===== src/rtl/matrix_instr_writer_pkg.sv =====
// Shared constants, state encoding and helpers for the matrix instruction writer.
package matrix_instr_writer_pkg;

  localparam int unsigned WORD_W     = 224;
  localparam int unsigned ELEM_W     = 8;
  localparam int unsigned ELEM_COUNT = 25;
  localparam int unsigned OPCODE_LSB = 0;
  localparam int unsigned OPCODE_MSB = 2;
  localparam int unsigned OPCODE_W   = OPCODE_MSB - OPCODE_LSB + 1;
  localparam int unsigned SIZE_LSB   = 8;
  localparam int unsigned SIZE_MSB   = 15;
  localparam int unsigned MATRIX_LSB = 16;
  localparam int unsigned ADDR_W     = 3;
  localparam int unsigned CNT_W      = $clog2(ELEM_COUNT);
  localparam int unsigned SIZE_MIN   = 1;
  localparam int unsigned SIZE_MAX   = 5;

  typedef enum logic [2:0] {
    ST_IDLE,
    ST_SIZE,
    ST_LOAD_A,
    ST_WRITE_A,
    ST_LOAD_B,
    ST_WRITE_B,
    ST_DONE
  } state_e;

  // Legal matrix dimension for the size byte.
  function automatic logic size_in_range(input logic [ELEM_W-1:0] size);
    return (size >= ELEM_W'(SIZE_MIN)) && (size <= ELEM_W'(SIZE_MAX));
  endfunction

endpackage


===== src/rtl/matrix_word_packer.sv =====
// Element register file plus packing of opcode/size/elements into one memory word.
// word_c reflects the element being written this cycle, so the word is complete on the last byte.
module matrix_word_packer
  import matrix_instr_writer_pkg::*;
(
  input  logic                clock,
  input  logic                reset,
  input  logic                wr_en,
  input  logic [CNT_W-1:0]    wr_idx,
  input  logic [ELEM_W-1:0]   wr_data,
  input  logic [OPCODE_W-1:0] opcode,
  input  logic [ELEM_W-1:0]   size,
  output logic [WORD_W-1:0]   word_c
);

  logic [ELEM_W-1:0] elems_q [ELEM_COUNT];

  always_ff @(posedge clock) begin
    if (reset) begin
      for (int unsigned i = 0; i < ELEM_COUNT; i++) elems_q[i] <= '0;
    end else if (wr_en) begin
      for (int unsigned i = 0; i < ELEM_COUNT; i++) begin
        if (wr_idx == CNT_W'(i)) elems_q[i] <= wr_data;
      end
    end
  end

  // Unused bits [7:3] and [223:216] stay zero.
  always_comb begin
    word_c = '0;
    word_c[OPCODE_MSB:OPCODE_LSB] = opcode;
    word_c[SIZE_MSB:SIZE_LSB]     = size;
    for (int unsigned i = 0; i < ELEM_COUNT; i++) begin
      if (wr_en && (wr_idx == CNT_W'(i))) word_c[MATRIX_LSB + ELEM_W*i +: ELEM_W] = wr_data;
      else                                word_c[MATRIX_LSB + ELEM_W*i +: ELEM_W] = elems_q[i];
    end
  end

endmodule


===== src/rtl/matrix_instr_writer.sv =====
// Byte-stream loader that packs an opcode/size/A/B packet into two instruction memory words.
// Optional size check enabled by defining MATRIX_WRITER_SIZE_CHECK_EN.
module matrix_instr_writer
  import matrix_instr_writer_pkg::*;
#(
  parameter logic [ADDR_W-1:0] BASE_ADDR = 3'd0
) (
  input  logic              clock,
  input  logic              reset,
  input  logic              in_valid,
  output logic              in_ready,
  input  logic [ELEM_W-1:0] in_byte,
  output logic [ADDR_W-1:0] mem_address,
  output logic [WORD_W-1:0] mem_data,
  output logic              mem_we,
  output logic              busy,
  output logic              done,
  output logic              err
);

  state_e              state_q, state_d;
  logic [OPCODE_W-1:0] opcode_q, opcode_d;
  logic [ELEM_W-1:0]   size_q, size_d;
  logic [CNT_W-1:0]    cnt_q, cnt_d;
  logic                err_d;
  logic                accept_c;
  logic                elem_we_c;
  logic                write_c;
  logic                ready_c;
  logic [WORD_W-1:0]   word_c;

  assign accept_c = in_valid && in_ready;

  matrix_word_packer u_packer (
    .clock   (clock),
    .reset   (reset),
    .wr_en   (elem_we_c),
    .wr_idx  (cnt_q),
    .wr_data (in_byte),
    .opcode  (opcode_q),
    .size    (size_q),
    .word_c  (word_c)
  );

  // Next-state, field capture and error tracking.
  always_comb begin
    state_d   = state_q;
    opcode_d  = opcode_q;
    size_d    = size_q;
    cnt_d     = cnt_q;
    err_d     = err;
    elem_we_c = 1'b0;
    case (state_q)
      ST_IDLE: begin
        if (accept_c) begin
          opcode_d = in_byte[OPCODE_MSB:OPCODE_LSB];
          err_d    = 1'b0;
          state_d  = ST_SIZE;
        end
      end
      ST_SIZE: begin
        if (accept_c) begin
          size_d  = in_byte;
          cnt_d   = '0;
`ifdef MATRIX_WRITER_SIZE_CHECK_EN
          err_d   = !size_in_range(in_byte);
`endif
          state_d = ST_LOAD_A;
        end
      end
      ST_LOAD_A, ST_LOAD_B: begin
        if (accept_c) begin
          elem_we_c = 1'b1;
          cnt_d     = cnt_q + CNT_W'(1);
          if (cnt_q == CNT_W'(ELEM_COUNT - 1)) begin
            state_d = (state_q == ST_LOAD_A) ? ST_WRITE_A : ST_WRITE_B;
          end
        end
      end
      ST_WRITE_A: begin
        cnt_d   = '0;
        state_d = ST_LOAD_B;
      end
      ST_WRITE_B: state_d = ST_DONE;
      ST_DONE:    state_d = ST_IDLE;
      default:    state_d = ST_IDLE;
    endcase
`ifndef MATRIX_WRITER_SIZE_CHECK_EN
    err_d = 1'b0;
`endif
  end

  assign ready_c = (state_d == ST_IDLE) || (state_d == ST_SIZE) ||
                   (state_d == ST_LOAD_A) || (state_d == ST_LOAD_B);
  // A flagged size suppresses both memory writes; err is already settled by then.
  assign write_c = ((state_d == ST_WRITE_A) || (state_d == ST_WRITE_B)) && !err;

  always_ff @(posedge clock) begin
    if (reset) begin
      state_q     <= ST_IDLE;
      opcode_q    <= '0;
      size_q      <= '0;
      cnt_q       <= '0;
      err         <= 1'b0;
      in_ready    <= 1'b1;
      busy        <= 1'b0;
      done        <= 1'b0;
      mem_we      <= 1'b0;
      mem_address <= BASE_ADDR;
      mem_data    <= '0;
    end else begin
      state_q  <= state_d;
      opcode_q <= opcode_d;
      size_q   <= size_d;
      cnt_q    <= cnt_d;
      err      <= err_d;
      in_ready <= ready_c;
      busy     <= (state_d != ST_IDLE);
      done     <= (state_d == ST_DONE);
      mem_we   <= write_c;
      if (write_c) begin
        mem_address <= (state_d == ST_WRITE_A) ? BASE_ADDR : ADDR_W'(BASE_ADDR + ADDR_W'(1));
        mem_data    <= word_c;
      end
    end
  end

endmodule


===== config.mk =====
export PLATFORM = sky130hd
export DESIGN_NAME = matrix_instr_writer
export DESIGN_NICKNAME = d
export VERILOG_FILES = /design/src/rtl/matrix_instr_writer_pkg.sv /design/src/rtl/matrix_word_packer.sv /design/src/rtl/matrix_instr_writer.sv
export SDC_FILE = /design/constraint.sdc
export NUM_CORES = 1
export LEC_CHECK = 0
export CORE_AREA = 4 4 170 172
export DETAILED_ROUTE_END_ITERATION = 8
export DIE_AREA = 0 0 174 176
export PLACE_DENSITY = 0.8
export RECOVER_POWER = 100
export SETUP_SLACK_MARGIN = 0.15
export SYNTH_ARGS = -nofsm -noshare
export SYNTH_HDL_FRONTEND = slang
export SYNTH_SLANG_ARGS = --single-unit

===== constraint.sdc =====
create_clock -name clock -period 2.9 [get_ports clock]
set_input_delay 0.87 -clock clock [delete_from_list [all_inputs] [get_ports clock]]
set_output_delay 0.87 -clock clock [all_outputs]
set_load 0.01 [all_outputs]

**Word-level counts from Yosys, hierarchy flattened**

Memories as Yosys holds them, arrays and structs flattened. A register that Yosys moved wholly into a read port is not among the register bits.
Cells that the tools add are included.

- Register bits after elaboration: 237
- RAM bits: 200
- Bits of input ports: 11
- Output and inout port bits: 232
- Logic and storage cells: 277
- Memories: 1

- Add/subtract/negate cells: 1
- Equality and inequality tests: 37
- Muxes and demuxes: 164
- Bitwise gates (word level): 25
- Reduce and logical (&&, ||, !) cells: 39

Memories:

| memory | depth | width | rd ports | clocked after Yosys merged registers in | wr ports | line | source |
|---|---|---|---|---|---|---|---|
| u_packer.elems_q | 25 | 8 | 25 | 25 | 25 | matrix_word_packer.sv:16 | `logic [ELEM_W-1:0] elems_q [ELEM_COUNT];` |

Operators by type and width:

| operator | number |
|---|---|
| $mux W8 | 50 |
| $mux W1 | 105 |
| $eq A5 B5 Y1 const B | 9 |
| $eq A5 B4 Y1 const B | 8 |
| $logic_and A1 B1 Y1 | 26 |
| $or A1 B1 Y1 | 25 |
| $eq A5 B3 Y1 const B | 4 |
| $eq A3 B3 Y1 const B | 5 |
| $mux W3 | 5 |
| $pmux W3 S5 | 1 |
| $pmux W5 S3 | 1 |
| $eq A3 B2 Y1 const B | 4 |
| $eq A5 B2 Y1 const B | 2 |
| $mux W5 | 2 |
| $eq A3 B1 Y1 const B | 2 |
| $logic_not A3 Y1 | 2 |
| $reduce_bool A3 Y1 | 2 |
| $add A5 B1 Y5 const B | 1 |
| $eq A5 B1 Y1 const B | 1 |
| $logic_not A5 Y1 | 1 |
| $logic_or A1 B1 Y1 | 4 |
| $ne A2 B2 Y1 const B | 2 |
| $reduce_and A2 Y1 | 2 |
| $reduce_and A3 Y1 | 1 |
| $reduce_or A2 Y1 | 1 |

**Longest topological paths before layout**

Gate-level depths: netlist of run 1.

- Word-level depth: 9
- Mapped depth: 9
- Depth with buffers taken out: 6

**By module**

A second synthesis of run 1 with hierarchy kept.

- Cells, all modules: 1798
- Area total of the unflattened synthesis: 18557.8 um2

Modules (own cells, without submodules):

| module | times used | cells an instance | area each (um2) | seq. area each (um2) |
|---|---|---|---|---|
| matrix_word_packer | 1 | 708 | 9774.4 | 6005.8 |
| matrix_instr_writer | 1 | 1090 | 8783.4 | 4964.8 |

**Least setup slack after synthesis of run 1**

Ideal clock, no wire load.

- Kind: input port to flip-flop
- Start: in in_valid
- End: mem u_packer.elems_q[0][0] (enable)
- Setup time: 329 ps
- Arrival: 1869 ps
- Data required time: 2571 ps
- Setup slack: 701 ps
- Stages: 5
- Buffers on the path: 1
- Path through: nand3b_1 nor3_2 buf_6 nand3_2 nand2_1

RTL lines:

| element | line | source |
|---|---|---|
| start: declaration | matrix_instr_writer.sv:10 | `input logic in_valid,` |
| end: declaration | matrix_word_packer.sv:16 |  |

**Worst setup path after layout of run 1**

- Start: in in_valid
- End: reg size_q[3]

- Longest elaborated chain between the ends: 2

RTL lines:

| element | line | source |
|---|---|---|
| $logic_and A1 B1 Y1 | matrix_instr_writer.sv:32 | `assign accept_c = in_valid && in_ready;` |
| $reduce_and A2 Y1 (no source line) | -- |  |
| end signal: assignment | matrix_instr_writer.sv:114 | `size_q <= size_d;` |
| end: declaration | matrix_instr_writer.sv:23 | `logic [ELEM_W-1:0] size_q, size_d;` |

Every way passes these cells.
A chain may end at the register's enable or synchronous reset.

==> flow_summary.yaml, run 1 <==
timing:
  finalCriticalPeriod_ps: 2580
  worst_slew_pin_slew_ps: 1850
  rsz0062_at_grt: "false"
  fin_skew_ps: 19.5
  relSlewSlack: -0.233
  final_hold_viol_count: 0
  worst_slack_ps: 317
  finalMaxSlewViolations: 232
  finalCritPeriodShare: 0.891
  finalSetupViolCount: 0
  fmax_mhz: 387
  setup_tns_ps: 0
setup_path:
  critPathArrivalTime_ps: 2910
  crit_fanout: 8
  critical_path_required_ps: 3230
  start_kind: "input pin"
  end_kind: "register"
  crit_type: "input pin to register"
synthesis:
  synth_mux_area_frac: 0.00594
  yosysWarnings: 0
  synth.avg_cell_area_um2: 9.59
  yosysSeqAreaShare: 0.644
  synth_xor_area_frac: 0.00114
  synth_fa_ha_area_frac: 0.00407
  yosys.area_share.simple: 0.193
  ys_ff_latch: 427
  syn-cell-area_um2: 15400
  synth_top_family_by_area: "simple AND/OR/NAND/NOR gates"
  syn_inst: 1605
  synth_cell_types: 39
  synth_compound_area_frac: 0.0981
grt:
  antenna_found_initial: 0
  use_met2: 0.403
  grt.busiest_layer: "met2"
  use_met1: 0.318
  track_usage: 0.242
  grt_max_degree: 232
  gr-total-overflow: 0
  grt_pass1_wl_mm: 60.4
  met3_usage: 0.0516
  grt_pass1_vias: 11500
drt:
  num_vias: 11900
  routed_wl_mm: 37.7
  drtAntennaViolNets: 0
  firstDrtPassIters: 5
  via_per_inst: 5.42
  drt_iter0_drc: 1052
  wl_per_cell_um: 17.2
  drcViolationCount: 0
run_status:
  outcome: "finished, violations left"
  violations: "capacitance limit, slew limit"
cts:
  clock_sinks: 427
  cts_buffer_depth: 3
  cts_max_level: 2
  cts_hold_repair.buffers: 0
  cts_resized: 0
  cts_post_setup_buffers_inserted: 0
  clk_latency_ps: 530
  clk_pin_slew_ps: 60
  clock-root-buffer: "clkbuf_16"
  cts_tree: "done"
  cts_buffers: 42
cells_and_area:
  final_cell_mix: "454 x nand2_1, 291 x dfxtp_1, 217 x dlygate4sd3_1"
  fillCellCount: 1991
  diodes: 0
  syn2layout_area_growth_pct: 24.5
  num-nets-final: 1827
  layout-drive-gt1-share: 0.0542
  mostFrequentLayoutCell: "nand2_1"
placed_design:
  portBuffers: 226
  routabilityCongestion: 0.819
  dp_hpwl_mm: 23.9
  dp_slack_ps: 105
hold_path:
  hold_class: "register to register"
floorplanning:
  die_h_um: 176
  io_pins: 243
  start_util: 0.560
  die_area_um2: 30600
  fp.coreArea_um2: 27500
  die_width_um: 174
  rows: 61
power_and_ir_drop:
  power.density_nw_per_um2: 633
  p_leak_nw: 7.25
  ir_worst_vdd_v: 0.000450
flow_run:
  max_cap_violations: 1
[critical path, cell delays in order]
cell and delay, ps:
dlygate4sd3_1 640, clkbuf_1 210, nand2_1 140, nor3_1 220, clkbuf_1 520, mux2i_1 260, nor2_1 60
[final cells by class]
cell class	instances	area [um^2]	area share
Sequential cell	427	9910	0.517
Multi-Input combinational cell	1048	4660	0.243
Timing Repair Buffer	287	2720	0.142
Clock buffer	68	1300	0.0680
Tap cell	346	433	0.0226
Clock inverter	9	125	0.00653
Inverter	5	18.8	0.000979
[cell families after synthesis]
| family | after synthesis |
|---|---|
| buffers and inverters | 145 |
| xor gates and xnor gates | 2 |
| muxes | 9 |
| adders and majority gates | 5 |
| DFF | 427 |
| other | 1 |
| and+or+nand+nor | 725 |
| AOI/OAI and AO/OA | 291 |
[cells in the mapped netlist]
| library cell | instances | area share |
|---|---|---|
| nor2_1 | 161 | 0.039 |
| inv_1 | 5 | 0.0012 |
| buf_1 | 8 | 0.0020 |
| a221oi_1 | 1 | 0.00057 |
| nor2b_1 | 3 | 0.0012 |
| nand2b_1 | 4 | 0.0016 |
| ha_1 | 5 | 0.0041 |
| a311oi_1 | 8 | 0.0046 |
| conb_1 | 1 | 0.00024 |
| clkbuf_1 | 62 | 0.015 |
| and3_1 | 3 | 0.0012 |
| o2111ai_1 | 2 | 0.0011 |
| o21ai_0 | 61 | 0.020 |
| nand2_1 | 454 | 0.11 |
| nand3_2 | 10 | 0.0065 |
| and4b_1 | 1 | 0.00065 |
| buf_4 | 19 | 0.0093 |
| nand4_2 | 1 | 0.00081 |
| o22a_1 | 1 | 0.00057 |
| xnor2_1 | 1 | 0.00057 |
| mux2_2 | 1 | 0.00073 |
| nor3_1 | 5 | 0.0016 |
| nand3_1 | 65 | 0.021 |
| dfxtp_1 | 291 | 0.38 |
| a2111o_1 | 1 | 0.00073 |
| nor3b_1 | 1 | 0.00049 |
| buf_6 | 23 | 0.017 |
| a21oi_1 | 216 | 0.070 |
| and4_1 | 1 | 0.00057 |
| nand3b_1 | 1 | 0.00049 |
| o22ai_1 | 1 | 0.00041 |
| xor2_1 | 1 | 0.00057 |
| nor3_2 | 2 | 0.0013 |
| edfxtp_1 | 136 | 0.27 |
| mux2i_1 | 8 | 0.0052 |
| nand4_1 | 11 | 0.0045 |
| buf_2 | 28 | 0.0091 |
| and3b_1 | 1 | 0.00057 |
| nor2_2 | 1 | 0.00041 |
[sequential cells by signal, indices dropped and copies added (netlist names)]
signal            count
mem_data            211
u_packer.elems_q    192
size_q                8
cnt_q                 5
opcode_q              3
state_q               3
busy                  1
done                  1
in_ready              1
mem_address           1
mem_we                1
[power by group]
| group | leakage, nW | switching [W] | internal, W | total [W] |
|---|---|---|---|---|
| combinational | 2.83 | 0.000257 | 0.0000725 | 0.000329 |
| clock | 0.696 | 0.00219 | 0.00334 | 0.00553 |
| sequential | 3.73 | 0.0000378 | 0.00624 | 0.00628 |
[path summary, 6_finish.rpt]
path | from | to | slack [ps] | cells past startpoint
max | in_valid | size_q[3] | 320 | 7
min | mem_data[52] | mem_data[52] | 450 | 2
max reg2reg | cnt_q[3] | mem_data[128] | 410 | 5
min reg2reg | mem_data[52] | mem_data[52] | 450 | 2
[through the flow]
stage / instance area (um^2) / hold slack [ps] / util / power (W) / std cells
2_1_floorplan: 15400 / 431 / - / 0.00661 / 1620
3_5_place_dp: 17900 / 445 / 0.653 / 0.00674 / 2113
4_1_cts: 19400 / 454 / 0.705 / 0.0122 / 2190
5_1_grt: 19200 / 469 / 0.697 / 0.0125 / 2190
6_report: 19200 / 447 / 0.697 / 0.0121 / 2190
3_3_place_gp: 17900 / 438 / 0.653 / 0.00674 / 2113
[layer usage]
layer,up-vias,part of all wire
met1,5629,0.41
met3,76,0.076
met4,0,0.029
met2,431,0.49
met5,-,0
li1,5737,-
Note: power is estimated with default switching activity, not from simulation.
==> run 2: changes to the inputs <==
--- a/config.mk
+++ b/config.mk
@@ -10,7 +10,7 @@
 export DIE_AREA = 0 0 174 176
 export PLACE_DENSITY = 0.8
 export RECOVER_POWER = 100
-export SETUP_SLACK_MARGIN = 0.15
+export SETUP_SLACK_MARGIN = 0.2
 export SYNTH_ARGS = -nofsm -noshare
 export SYNTH_HDL_FRONTEND = slang
 export SYNTH_SLANG_ARGS = --single-unit
==> results of run 2 <==
Same layout as run 1: the final DEF is identical, and so are final timing and power.
==> run 3: changes to the inputs <==
--- a/config.mk
+++ b/config.mk
@@ -5,6 +5,7 @@
 export SDC_FILE = /design/constraint.sdc
 export NUM_CORES = 1
 export LEC_CHECK = 0
+export ABC_CLOCK_PERIOD_IN_PS = 2900
 export CORE_AREA = 4 4 170 172
 export DETAILED_ROUTE_END_ITERATION = 8
 export DIE_AREA = 0 0 174 176
==> results of run 3 <==
Same layout as run 1: the final DEF is identical, and so are final timing and power.
